### src/rtl/instr_fetch_if.sv
// instr_fetch_if: bundles the instruction-memory and decoder-side signals of the fetch unit.
// master (fetch unit): drives imem_req/imem_addr, instr/instr_pc/instr_valid, halted, fault;
//                      receives imem_ready/imem_rvalid/imem_rdata, instr_ready, redirect/redirect_pc, halt.
// slave (environment): the mirror image.
interface instr_fetch_if;
   logic        imem_req;
   logic [63:0] imem_addr;
   logic        imem_ready;
   logic        imem_rvalid;
   logic [31:0] imem_rdata;
   logic [31:0] instr;
   logic [63:0] instr_pc;
   logic        instr_valid;
   logic        instr_ready;
   logic        redirect;
   logic [63:0] redirect_pc;
   logic        halt;
   logic        halted;
   logic        fault;
   modport master (
      output imem_req, imem_addr, instr, instr_pc, instr_valid, halted, fault,
      input  imem_ready, imem_rvalid, imem_rdata, instr_ready, redirect, redirect_pc, halt
   );
   modport slave (
      input  imem_req, imem_addr, instr, instr_pc, instr_valid, halted, fault,
      output imem_ready, imem_rvalid, imem_rdata, instr_ready, redirect, redirect_pc, halt
   );
endinterface

### src/rtl/instr_fetch.sv
// instr_fetch: single-outstanding instruction fetch unit with redirect, halt and response squashing.
// Ports: clk, reset (sync, active-high); io_bus (instr_fetch_if.master) carries the memory
// request/response, the decoder handshake, redirect/halt controls and halted/fault status.
// Build option: INSTR_FETCH_ALIGN_CHECK_EN enables the misaligned-redirect fault; otherwise
// the low two target bits are dropped and fault reads 0.
module instr_fetch #(
   parameter logic [63:0] RESET_PC = 64'h2000,
   parameter logic [63:0] PC_STEP  = 64'd4
) (
   input  logic           clk,
   input  logic           reset,
   instr_fetch_if.master  io_bus
);
   typedef enum logic [2:0] {IDLE, REQ, WAIT, HOLD, HALTED} state_t;
   state_t      r_state, w_next;
   logic [63:0] r_pc, r_instr_pc, w_target;
   logic [31:0] r_instr;
   logic        r_valid, r_squash;
   logic        w_bad, w_acc, w_pend, w_live, w_redir, w_stop, w_take;
`ifdef INSTR_FETCH_ALIGN_CHECK_EN
   logic r_fault;
   assign w_target = io_bus.redirect_pc;
   assign w_bad    = |io_bus.redirect_pc[1:0];
   always_ff @(posedge clk)
      if (reset) r_fault <= 1'b0;
      else if (w_live && io_bus.redirect && w_bad) r_fault <= 1'b1;
   assign io_bus.fault = r_fault;
`else
   logic w_unused_lsb;
   assign w_target     = {io_bus.redirect_pc[63:2], 2'b00};
   assign w_bad        = 1'b0;
   assign w_unused_lsb = ^io_bus.redirect_pc[1:0];
   assign io_bus.fault = 1'b0;
`endif
   assign w_live  = r_state != HALTED;
   assign w_acc   = io_bus.imem_req && io_bus.imem_ready;
   // A response will still arrive after this edge that nobody wants any more.
   assign w_pend  = w_acc || (r_state == WAIT && !io_bus.imem_rvalid) || (r_squash && !io_bus.imem_rvalid);
   assign w_redir = w_live && io_bus.redirect && !w_bad;
   // Halt, or a faulting redirect, both stop fetching; redirect outranks halt.
   assign w_stop  = w_live && (io_bus.redirect ? w_bad : io_bus.halt);
   assign w_take  = r_state == WAIT && io_bus.imem_rvalid && !r_squash && !w_redir && !w_stop;
   // WAIT with squash set only occurs while a halt drains its outstanding response.
   always_comb begin
      w_next = r_state;
      if (w_redir) w_next = REQ;
      else if (w_stop) w_next = w_pend ? WAIT : HALTED;
      else
         case (r_state)
            IDLE:    w_next = REQ;
            REQ:     w_next = w_acc ? WAIT : REQ;
            WAIT:    w_next = !io_bus.imem_rvalid ? WAIT : r_squash ? HALTED : HOLD;
            HOLD:    w_next = (r_valid && io_bus.instr_ready) ? REQ : HOLD;
            default: w_next = HALTED;
         endcase
   end
   always_ff @(posedge clk) begin
      if (reset) begin
         r_state    <= IDLE;
         r_pc       <= RESET_PC;
         r_instr    <= '0;
         r_instr_pc <= '0;
         r_valid    <= 1'b0;
         r_squash   <= w_pend;
      end else begin
         r_state  <= w_next;
         r_squash <= (w_redir || w_stop) ? w_pend : r_squash && !io_bus.imem_rvalid;
         r_valid  <= (w_redir || w_stop) ? 1'b0 : w_take ? 1'b1 : r_valid && !io_bus.instr_ready;
         if (w_redir) r_pc <= w_target;
         else if (w_take) r_pc <= r_pc + PC_STEP;
         if (w_take) begin
            r_instr    <= io_bus.imem_rdata;
            r_instr_pc <= r_pc;
         end
      end
   end
   // While an unwanted response is still owed, no new request is exposed to memory.
   assign io_bus.imem_req    = r_state == REQ && !r_squash;
   assign io_bus.imem_addr   = r_pc;
   assign io_bus.instr       = r_instr;
   assign io_bus.instr_pc    = r_instr_pc;
   assign io_bus.instr_valid = r_valid;
   assign io_bus.halted      = r_state == HALTED;
endmodule

### src/flat_wrapper.sv
// flat-port wrapper written by rule: the top's interface ports become plain ports
module instr_fetch_flat 
#(
   parameter logic [63:0] RESET_PC = 64'h2000,
   parameter logic [63:0] PC_STEP  = 64'd4
)
  (clk, reset, io_bus_imem_req, io_bus_imem_addr, io_bus_instr, io_bus_instr_pc, io_bus_instr_valid, io_bus_halted, io_bus_fault, io_bus_imem_ready, io_bus_imem_rvalid, io_bus_imem_rdata, io_bus_instr_ready, io_bus_redirect, io_bus_redirect_pc, io_bus_halt);
  instr_fetch_if io_bus_i ();
  input  logic clk;
  input  logic reset;
  output wire logic [$bits(io_bus_i.imem_req)-1:0] io_bus_imem_req;
  output wire logic [$bits(io_bus_i.imem_addr)-1:0] io_bus_imem_addr;
  output wire logic [$bits(io_bus_i.instr)-1:0] io_bus_instr;
  output wire logic [$bits(io_bus_i.instr_pc)-1:0] io_bus_instr_pc;
  output wire logic [$bits(io_bus_i.instr_valid)-1:0] io_bus_instr_valid;
  output wire logic [$bits(io_bus_i.halted)-1:0] io_bus_halted;
  output wire logic [$bits(io_bus_i.fault)-1:0] io_bus_fault;
  input wire logic [$bits(io_bus_i.imem_ready)-1:0] io_bus_imem_ready;
  input wire logic [$bits(io_bus_i.imem_rvalid)-1:0] io_bus_imem_rvalid;
  input wire logic [$bits(io_bus_i.imem_rdata)-1:0] io_bus_imem_rdata;
  input wire logic [$bits(io_bus_i.instr_ready)-1:0] io_bus_instr_ready;
  input wire logic [$bits(io_bus_i.redirect)-1:0] io_bus_redirect;
  input wire logic [$bits(io_bus_i.redirect_pc)-1:0] io_bus_redirect_pc;
  input wire logic [$bits(io_bus_i.halt)-1:0] io_bus_halt;
  assign io_bus_imem_req = io_bus_i.imem_req;
  assign io_bus_imem_addr = io_bus_i.imem_addr;
  assign io_bus_instr = io_bus_i.instr;
  assign io_bus_instr_pc = io_bus_i.instr_pc;
  assign io_bus_instr_valid = io_bus_i.instr_valid;
  assign io_bus_halted = io_bus_i.halted;
  assign io_bus_fault = io_bus_i.fault;
  assign io_bus_i.imem_ready = io_bus_imem_ready;
  assign io_bus_i.imem_rvalid = io_bus_imem_rvalid;
  assign io_bus_i.imem_rdata = io_bus_imem_rdata;
  assign io_bus_i.instr_ready = io_bus_instr_ready;
  assign io_bus_i.redirect = io_bus_redirect;
  assign io_bus_i.redirect_pc = io_bus_redirect_pc;
  assign io_bus_i.halt = io_bus_halt;
  instr_fetch #(.RESET_PC(RESET_PC), .PC_STEP(PC_STEP)) u_core (.clk(clk), .reset(reset), .io_bus(io_bus_i));
endmodule
### config.mk
export PLATFORM = sky130hd
export DESIGN_NAME = instr_fetch_flat
export DESIGN_NICKNAME = d
export VERILOG_FILES = /design/src/rtl/instr_fetch_if.sv /design/src/rtl/instr_fetch.sv /design/src/flat_wrapper.sv
export SDC_FILE = /design/constraint.sdc
export NUM_CORES = 1
export LEC_CHECK = 0
export BUFFER_PORTS_ARGS = -buffer_cell sky130_fd_sc_hd__buf_2
export CORE_ASPECT_RATIO = 0.6
export CORE_MARGIN = 5
export CORE_UTILIZATION = 30
export DETAILED_ROUTE_END_ITERATION = 12
export PLACE_DENSITY = 0.53
export SYNTH_ARGS = -nofsm -noshare
export SYNTH_HDL_FRONTEND = slang
export SYNTH_SLANG_ARGS = --single-unit
### constraint.sdc
create_clock -name clk -period 4.3 [get_ports clk]
set_clock_uncertainty 0.15 [all_clocks]
set_input_delay 0.215 -clock clk [delete_from_list [all_inputs] [get_ports clk]]
set_output_delay 0.215 -clock clk [all_outputs]
set_load 0.02 [all_outputs]
## Word-level counts from Yosys, hierarchy flattened

Index checks and enable logic that the tools add are counted.

- Add/sub/neg operators: 1
- $mul: 0
- Divide/modulo/power cells: 0
- Order comparisons: 0
- Eq/ne operators: 5
- Shifts and indexed selects: 0
- Multiplexer cells: 14
- Bitwise logic cells: 0
- Reduce and logical (&&, ||, !) cells: 24

Operator list:

| kind | number |
|---|---|
| $mux W64 | 2 |
| $add A64 B3 Y64 const B | 1 |
| $logic_and A1 B1 Y1 | 12 |
| $mux W3 | 4 |
| $pmux W3 S4 | 1 |
| $eq A3 B2 Y1 const B | 2 |
| $logic_not A1 Y1 | 5 |
| $mux W1 | 5 |
| $mux W2 | 2 |
| $reduce_or A2 Y1 | 2 |
| $eq A3 B1 Y1 const B | 1 |
| $eq A3 B3 Y1 const B | 1 |
| $logic_not A3 Y1 | 1 |
| $logic_or A1 B1 Y1 | 3 |
| $ne A3 B3 Y1 const B | 1 |
| $reduce_bool A2 Y1 | 1 |

- Bits in registers: 165
- Bits in latches: 0
- RAM bits: 0
- Memory bits (read-only): 0
- Output and inout port bits: 164
- Logic and storage cells: 52
- Memories: 0

## Longest topological paths before layout

Gate-level depths: netlist of the first run.

- Word-level depth: 8
- Depth in mapped cells: 8
- Gate-level depth less buffers: 6

## Worst setup path after synthesis of the first run

No wires, ideal clock.

- Path kind: register to register
- Start: register u_core.r_pc[20] (netlist: u_core.io_bus.imem_addr[20])
- End: register u_core.r_pc[45] (netlist: u_core.io_bus.imem_addr[45])
- Setup time: 0.091 ns
- Data arrival time: 2.436 ns
- Data required time: 4.059 ns
- Slack: 1.623 ns
- Cell stages (with the launch flop): 7
- Clock period less this slack: 2.677 ns
- Path through: dfxtp_1 -> clkbuf_1 -> nand4_1 -> or4_1 -> or4_4 -> or4_1 -> a311oi_1

- Word-level cells in the longest chain between the ends: 3

RTL lines:

| what | RTL line | text |
|---|---|---|
| start, declared | instr_fetch.sv:16 | `logic [63:0] r_pc, r_instr_pc, w_target;` |
| start signal, assigned | instr_fetch.sv:69 | `if (w_redir) r_pc <= w_target;` |
| start signal, assigned | instr_fetch.sv:70 | `else if (w_take) r_pc <= r_pc + PC_STEP;` |
| $add A64 B3 Y64 | instr_fetch.sv:70 |  |
| $mux W64 | instr_fetch.sv:70 |  |
| $mux W64 | instr_fetch.sv:69 |  |

No other way between the ends. The select of a mux whose other input is x is not followed.
A chain may end at the register's enable or synchronous reset.

## Worst setup path after layout of the first run

- Start: register u_core.r_squash
- End: register u_core.r_pc[50] (netlist: u_core.io_bus.imem_addr[50])

- Word-level cells in the longest chain between the ends: 5

RTL lines:

| what | RTL line | text |
|---|---|---|
| start, declared | instr_fetch.sv:18 | `logic r_valid, r_squash;` |
| start signal, assigned | instr_fetch.sv:64 | `r_squash <= w_pend;` |
| start signal, assigned | instr_fetch.sv:67 | `r_squash <= (w_redir \|\| w_stop) ? w_pend : r_squash && !io_bus.imem_rvalid;` |
| $logic_not A1 Y1 | instr_fetch.sv:42 | `assign w_take = r_state == WAIT && io_bus.imem_rvalid && !r_squash && !w_redir && !w_stop;` |
| $logic_and A1 B1 Y1 (3 in series) | instr_fetch.sv:42 |  |
| $reduce_bool A2 Y1 (no line) | - |  |

No other way between the ends.

==> results.ini, run 1 <==
[cts]
ctsLongestPathBuffers=2
post_cts_resize_count=0
worstSkewPairLatency_ns=0.43
cts_inserted_buffers=17
cts.sinks=161
cts_tree=built
postCtsSetupBuffers=0
cts-root-buf=clkbuf_16
clk_pin_slew_ns=0.06
h-tree-depth=4
postCtsHoldBufs=98

[setup_path]
r2r-start=u_core.r_squash$_DFF_P_
worst-path-max-fanout=11
crit_required_ns=4.49
cp.arrival_ns=3.36
end_kind=register
path_class=register to register
cp-startpoint=u_core.r_squash$_DFF_P_
reg2reg_slack_ns=1.13
startpoint_type=register

[timing]
holdWs_ns=0.0779
rsz0062_at_grt=false
period_share_pct=73.8
drv_slew=0
fin_crit_ns=3.17
tightest_slew_ns=0.943
slew_headroom_pct=36.7
hold_viol=0
setup_viol=0
fmax_ghz=0.315
setup_tns_ns=0

[global_route]
gr-usage-met2_pct=28.1
grt_pass1_vias=7315
grt_use_met3_pct=4.77
use_met1_pct=27.7
grt_max_degree=102
overflow=0
grt_use_total_pct=19.0
grt_pass1_wl_mm=41.6
antenna_found_initial=1
gr-max-usage-layer=met2

[die]
die_w_um=212
std_cell_rows=44
die_h_um=131
initial_core_util_pct=30.4
die_area_mm2=0.0277
core_mm2=0.0241
ios=267

[cells_and_area]
drive_above_1_share_pct=25.1
final_core_util_pct=43.2
fin_cells=1577
fillCellCount=2465
area_growth_pct=42.1
finalNetCount=1346

[yosys]
ys_top_cells_by_area=dfxtp_1, nand2_1, a21oi_1
synth_mux_area_share_pct=0
yosys.area_share.simple_pct=31.4
synthArstFlopShare_pct=0
synthFlopType=dfxtp_1
synth.distinct_cells=53
syn_area_mm2=0.00732
synth_common_cells=nand2_1, dfxtp_1, a21oi_1, nor2_1, clkbuf_1
synth_top_family_by_area=simple AND/OR/NAND/NOR gates
synth-compound-area-share_pct=15.7
yosysSeqAreaShare_pct=44.0
synth_top_area_share_pct=44.0
synthXorXnorAreaFrac_pct=3.59
yosys.area.top_type=dfxtp_1
netlist_instances=927
syn_area_per_cell_um2=7.90
synth_edf_count=0
yosysWarnings=0
synthAdderAreaFrac_pct=0.171
yosysMostFrequentCell=nand2_1
ys_seq_elements=161

[place]
gp_congestion=0.778
dp_cells=1447
io_buffers=259
dp_hpwl_mm=18.9

[routing]
drtPass1Iterations=5
viasPerCell=4.97
wl_mm=27.2
vias=7838
final_antenna_net_count=0
drc=0
routedWlPerCell_um=17.2
drtIter0Drc=483

[min_path]
min_from=io_bus_halt
min_path_type=primary input to register

[power]
p_leak_nw=4.16
irDropWorstVdd_uv=262
power.density_mw_per_mm2=345

[run_status]
status=complete, no violations

[flow_run]
drv_cap=0

stage by stage:
stage	worst slack (ns)	cell area, um2	power [mW]
after global routing	0.893	10400	3.74
after global placement	1.18	8840	2.01
final	1.13	10400	3.59
after CTS	1.10	10400	3.63
after floorplan	1.62	7340	1.85
after detailed placement	1.11	8840	2.01
per-layer routing:
| layer | wire, um | part of all wire, % |
|---|---|---|
| met5 | 0 | 0 |
| met4 | 296 | 1.1 |
| met3 | 1800 | 6.6 |
| met2 | 11500 | 42 |
| met1 | 13600 | 50 |
sequential cells by signal, indices dropped and copies added (netlist names):
name	cells
u_core.io_bus.imem_addr	62
u_core.io_bus.instr_pc	62
u_core.io_bus.instr	32
u_core.r_state	3
u_core.io_bus.instr_valid	1
u_core.r_squash	1
layout by cell type, fill, tap and decap left out, types with 16 or more instances in the layout:
cell type / synthesis / routed
xnor2_1: 21 / 21
nand3_1: 27 / 26
nand4_1: 22 / 22
dlygate4sd3_1: 0 / 98
a21oi_1: 98 / 98
nand2_1: 213 / 213
buf_2: 2 / 258
nor4_1: 27 / 27
a211oi_1: 39 / 39
dfxtp_1: 161 / 161
nor3_1: 16 / 16
or4_1: 17 / 17
a311oi_1: 16 / 16
nor2_1: 64 / 62
and4_1: 19 / 19
clkbuf_16: 0 / 17
layout make-up:
cell class | instances | area, um2 | share of cell area, %
Inverter | 12 | 45.0 | 0.433
Clock buffer | 23 | 478 | 4.59
Antenna cell | 1 | 2.50 | 0.0240
Clock inverter | 8 | 104 | 0.998
Tap cell | 322 | 403 | 3.87
Timing Repair Buffer | 368 | 2380 | 22.9
Sequential cell | 161 | 3220 | 31.0
Multi-Input combinational cell | 682 | 3770 | 36.3
cell families after synthesis:
logic type               Yosys count
XOR/XNOR                          30
flip-flops                       161
buffers and inverters             88
AO/OA/AOI/OAI                    184
other                              1
adder cells (fa/ha/maj)            1
AND/OR/NAND/NOR                  462
final timing paths:
path / to / cells after the start
worst max-delay path: u_core.io_bus.imem_addr[50]$_SDFFE_PP0P_ / 5
worst min-delay path: u_core.io_bus.imem_addr[3]$_SDFFE_PP0P_ / 4
worst max register to register: u_core.io_bus.imem_addr[50]$_SDFFE_PP0P_ / 5
worst min register to register: u_core.io_bus.instr_pc[62]$_SDFFE_PP0P_ / 2
critical path, cell delays in order (launching register included):
cell      delay, ns
dfxtp_1        0.40
nor4b_4        0.53
nand4_2        0.42
or4_1          0.80
or4_1          0.52
a311oi_1       0.25
report_power, final:
part	switching [mW]	internal (mW)	leakage [nW]
Combinational	0.224	0.190	2.57
Sequential	0.0985	1.54	1.31
Clock	0.637	0.901	0.284
Total	0.959	2.63	4.16
Power figures use the tool's default switching activity.
==> inputs of run 2 (changes only) <==
--- a/config.mk
+++ b/config.mk
@@ -5,12 +5,13 @@
 export SDC_FILE = /design/constraint.sdc
 export NUM_CORES = 1
 export LEC_CHECK = 0
+export ABC_AREA = 1
 export BUFFER_PORTS_ARGS = -buffer_cell sky130_fd_sc_hd__buf_2
 export CORE_ASPECT_RATIO = 0.6
 export CORE_MARGIN = 5
 export CORE_UTILIZATION = 30
 export DETAILED_ROUTE_END_ITERATION = 12
-export PLACE_DENSITY = 0.53
+export PLACE_DENSITY = 0.54
 export SYNTH_ARGS = -nofsm -noshare
 export SYNTH_HDL_FRONTEND = slang
 export SYNTH_SLANG_ARGS = --single-unit
==> constraint.sdc (replaced) <==
create_clock -name clk -period 2.87 [get_ports clk]
set_clock_uncertainty 0.15 [all_clocks]
set_input_delay 0.1435 -clock clk [delete_from_list [all_inputs] [get_ports clk]]
set_output_delay 0.1435 -clock clk [all_outputs]
set_load 0.02 [all_outputs]
==> run 2 against run 1 <==
  * Via count increased by 26%
  * Die area increased by 15%
  * Fmax increased by 36%
  * Power increased by 56%
  * First-iteration DRC count increased by 110%
  * Cell count increased by 33%
  * Utilization decreased by 0.85 points
  * Worst hold slack improved by 0.053 ns
==> results.ini, run 2 <==
[place]
dp_cells=1960
dp_slack_ns=0.539
io_buffers=259
gp_congestion=0.950
dpl-instance-area_mm2=0.0101
dp_hpwl_mm=26.9

[cells_and_area]
final_core_util_pct=42.3
fin_cells=2090
fin_area_mm2=0.0117
finalNetCount=1814
final_cell_mix=nand2_1, buf_2, nor2_1
final_common_cell=nand2_1
fillCellCount=2975
multi_input_area_mm2=0.00438
area_growth_pct=38.2
drive_above_1_share_pct=19.2
seqCellArea_mm2=0.00322
n_antenna_cell=0

[routing]
drtIter0Drc=997
final_antenna_net_count=0
vias=9846
viasPerCell=4.71
routedWlPerCell_um=17.2
wl_mm=35.9
drtPass1Iterations=5
drc=0

[timing]
hold_viol=0
period_share_pct=81.6
drv_slew=0
rsz0062_at_grt=false
fin_crit_ns=2.34
fmax_ghz=0.427
slew_headroom_pct=49.9
final.setup.worst_slack_ns=0.529
tightest_slew_ns=0.750
setup_viol=0
holdWs_ns=0.131
setup_tns_ns=0

[setup_path]
worst-path-max-fanout=5
cp_top_family=simple AND/OR/NAND/NOR gates
startpoint_type=register
path_buf_inv=2
end_kind=register
crit_path_cell_trace=ha_1 > nand2_1 > nor2_2 > nand3_1 > inv_1 > nand2_1 > o21ai_0 > nand3b_1 > nand2_1 > inv_1
crit_required_ns=3.07
critPathMaxStageDelay_ns=0.41
cpMostUsedCell=nand2_1
cp-startpoint=u_core.io_bus.imem_addr[3]$_SDFFE_PP0P_
crit_slowest_cell=dfxtp_1
cp.arrival_ns=2.54
r2r-start=u_core.io_bus.imem_addr[3]$_SDFFE_PP0P_
path_class=register to register

[cts]
cts_tree=built
cts.sinks=161
cts_inserted_buffers=17
h-tree-depth=4
post_cts_resize_count=0
clk_pin_slew_ns=0.07
ctsLongestPathBuffers=2
cts-root-buf=clkbuf_16
worstSkewPairLatency_ns=0.45

[run_status]
status=complete, no violations

[yosys]
synth_edf_count=0
synth.distinct_cells=35
netlist_instances=1377
ys_seq_elements=161
yosysSeqAreaShare_pct=38.0
syn_area_mm2=0.00848
synth_common_cells=nand2_1, nor2_1, dfxtp_1, inv_1, nand3_1
synthFlopType=dfxtp_1
synthArstFlopShare_pct=0
ys_top_cells_by_area=dfxtp_1, nand2_1, nor2_1
yosysWarnings=0
synth_top_area_share_pct=38.0
syn_area_per_cell_um2=6.16
yosys.area.top_type=dfxtp_1
yosysMostFrequentCell=nand2_1

[die]
die_w_um=227
die_area_mm2=0.0318
die_h_um=140
ios=267
std_cell_rows=47
core_mm2=0.0277
initial_core_util_pct=30.6

[min_path]
min_from=io_bus_redirect
min_path_type=primary input to register

[power]
power_mw=5.62
power.density_mw_per_mm2=479
p_leak_nw=5.46
irDropWorstVdd_uv=288

[global_route]
grt_pass1_vias=8930
grt_pass1_wl_mm=54.6
grt_max_degree=61
antenna_found_initial=1
overflow=0
grt_use_total_pct=22.0

[flow_run]
drv_cap=0

==> run 2: cell count changes in the layout (fill, tap and decap cells not counted), sizes merged, moves of 21 or more <==
cell	before	now
a211oi	39	1
o21ai	8	82
nor2	64	225
nand3	27	107
nand4	23	2
nor4	29	1
nand2	213	441
inv	13	154
==> run 2: layer usage <==
metal / routed length, um / global-route usage, % / vias up / share of wire [%]
met5: 0 / 0 / - / 0
met4: 206 / 3.65 / 0 / 0.57
met3: 3070 / 5.58 / 16 / 8.6
met2: 14400 / 29.9 / 353 / 40
met1: 18200 / 35.1 / 4500 / 51
li1: - / - / 4977 / -
==> run 2: report_power, final <==
part | internal, mW | switching (mW)
registers | 2.31 | 0.111
logic | 0.305 | 0.431
clock network | 1.40 | 1.06
==> run 2: path summary, 6_finish.rpt <==
path	to	slack, ns	cells past startpoint
max	u_core.io_bus.imem_addr[36]$_SDFFE_PP0P_	0.53	10
min	u_core.r_state[2]$_SDFF_PP0_	0.13	5
max reg2reg	u_core.io_bus.imem_addr[36]$_SDFFE_PP0P_	0.53	10
min reg2reg	u_core.io_bus.instr_pc[40]$_SDFFE_PP0P_	0.31	1
==> run 2: layout make-up <==
| class | count | share of cell area [%] |
|---|---|---|
| flip-flops and latches | 161 | 27.5 |
| clock inverters | 14 | 1.51 |
| inverters | 150 | 4.83 |
| repair buffers | 373 | 21.1 |
| well taps | 367 | 3.92 |
| clock buffers | 18 | 3.75 |
| multi-input cells | 1007 | 37.4 |
==> run 2: logic make-up after synthesis <==
family	count (synthesis)	synth area share, %
adders and majority gates	1	0.147
xor gates and xnor gates	11	1.14
buffers and inverters	213	10.6
and+or+nand+nor	789	37.7
AOI/OAI and AO/OA	201	12.4
other	1	0.0442
DFF	161	38.0
==> run 2: worst reg2reg max path, delay by kind of cell (launching register included) <==
family          cells  cell delay, ns
simple gates        6            0.97
fa+ha+maj           1            0.19
buf+inv             2            0.31
compound gates      1            0.22
flops               1            0.41
==> run 2: repair_timing <==
action | CTS | global route
buffers inserted | 0 | 0
hold endpoints to repair | 98 | 0
hold buffers | 98 | 0
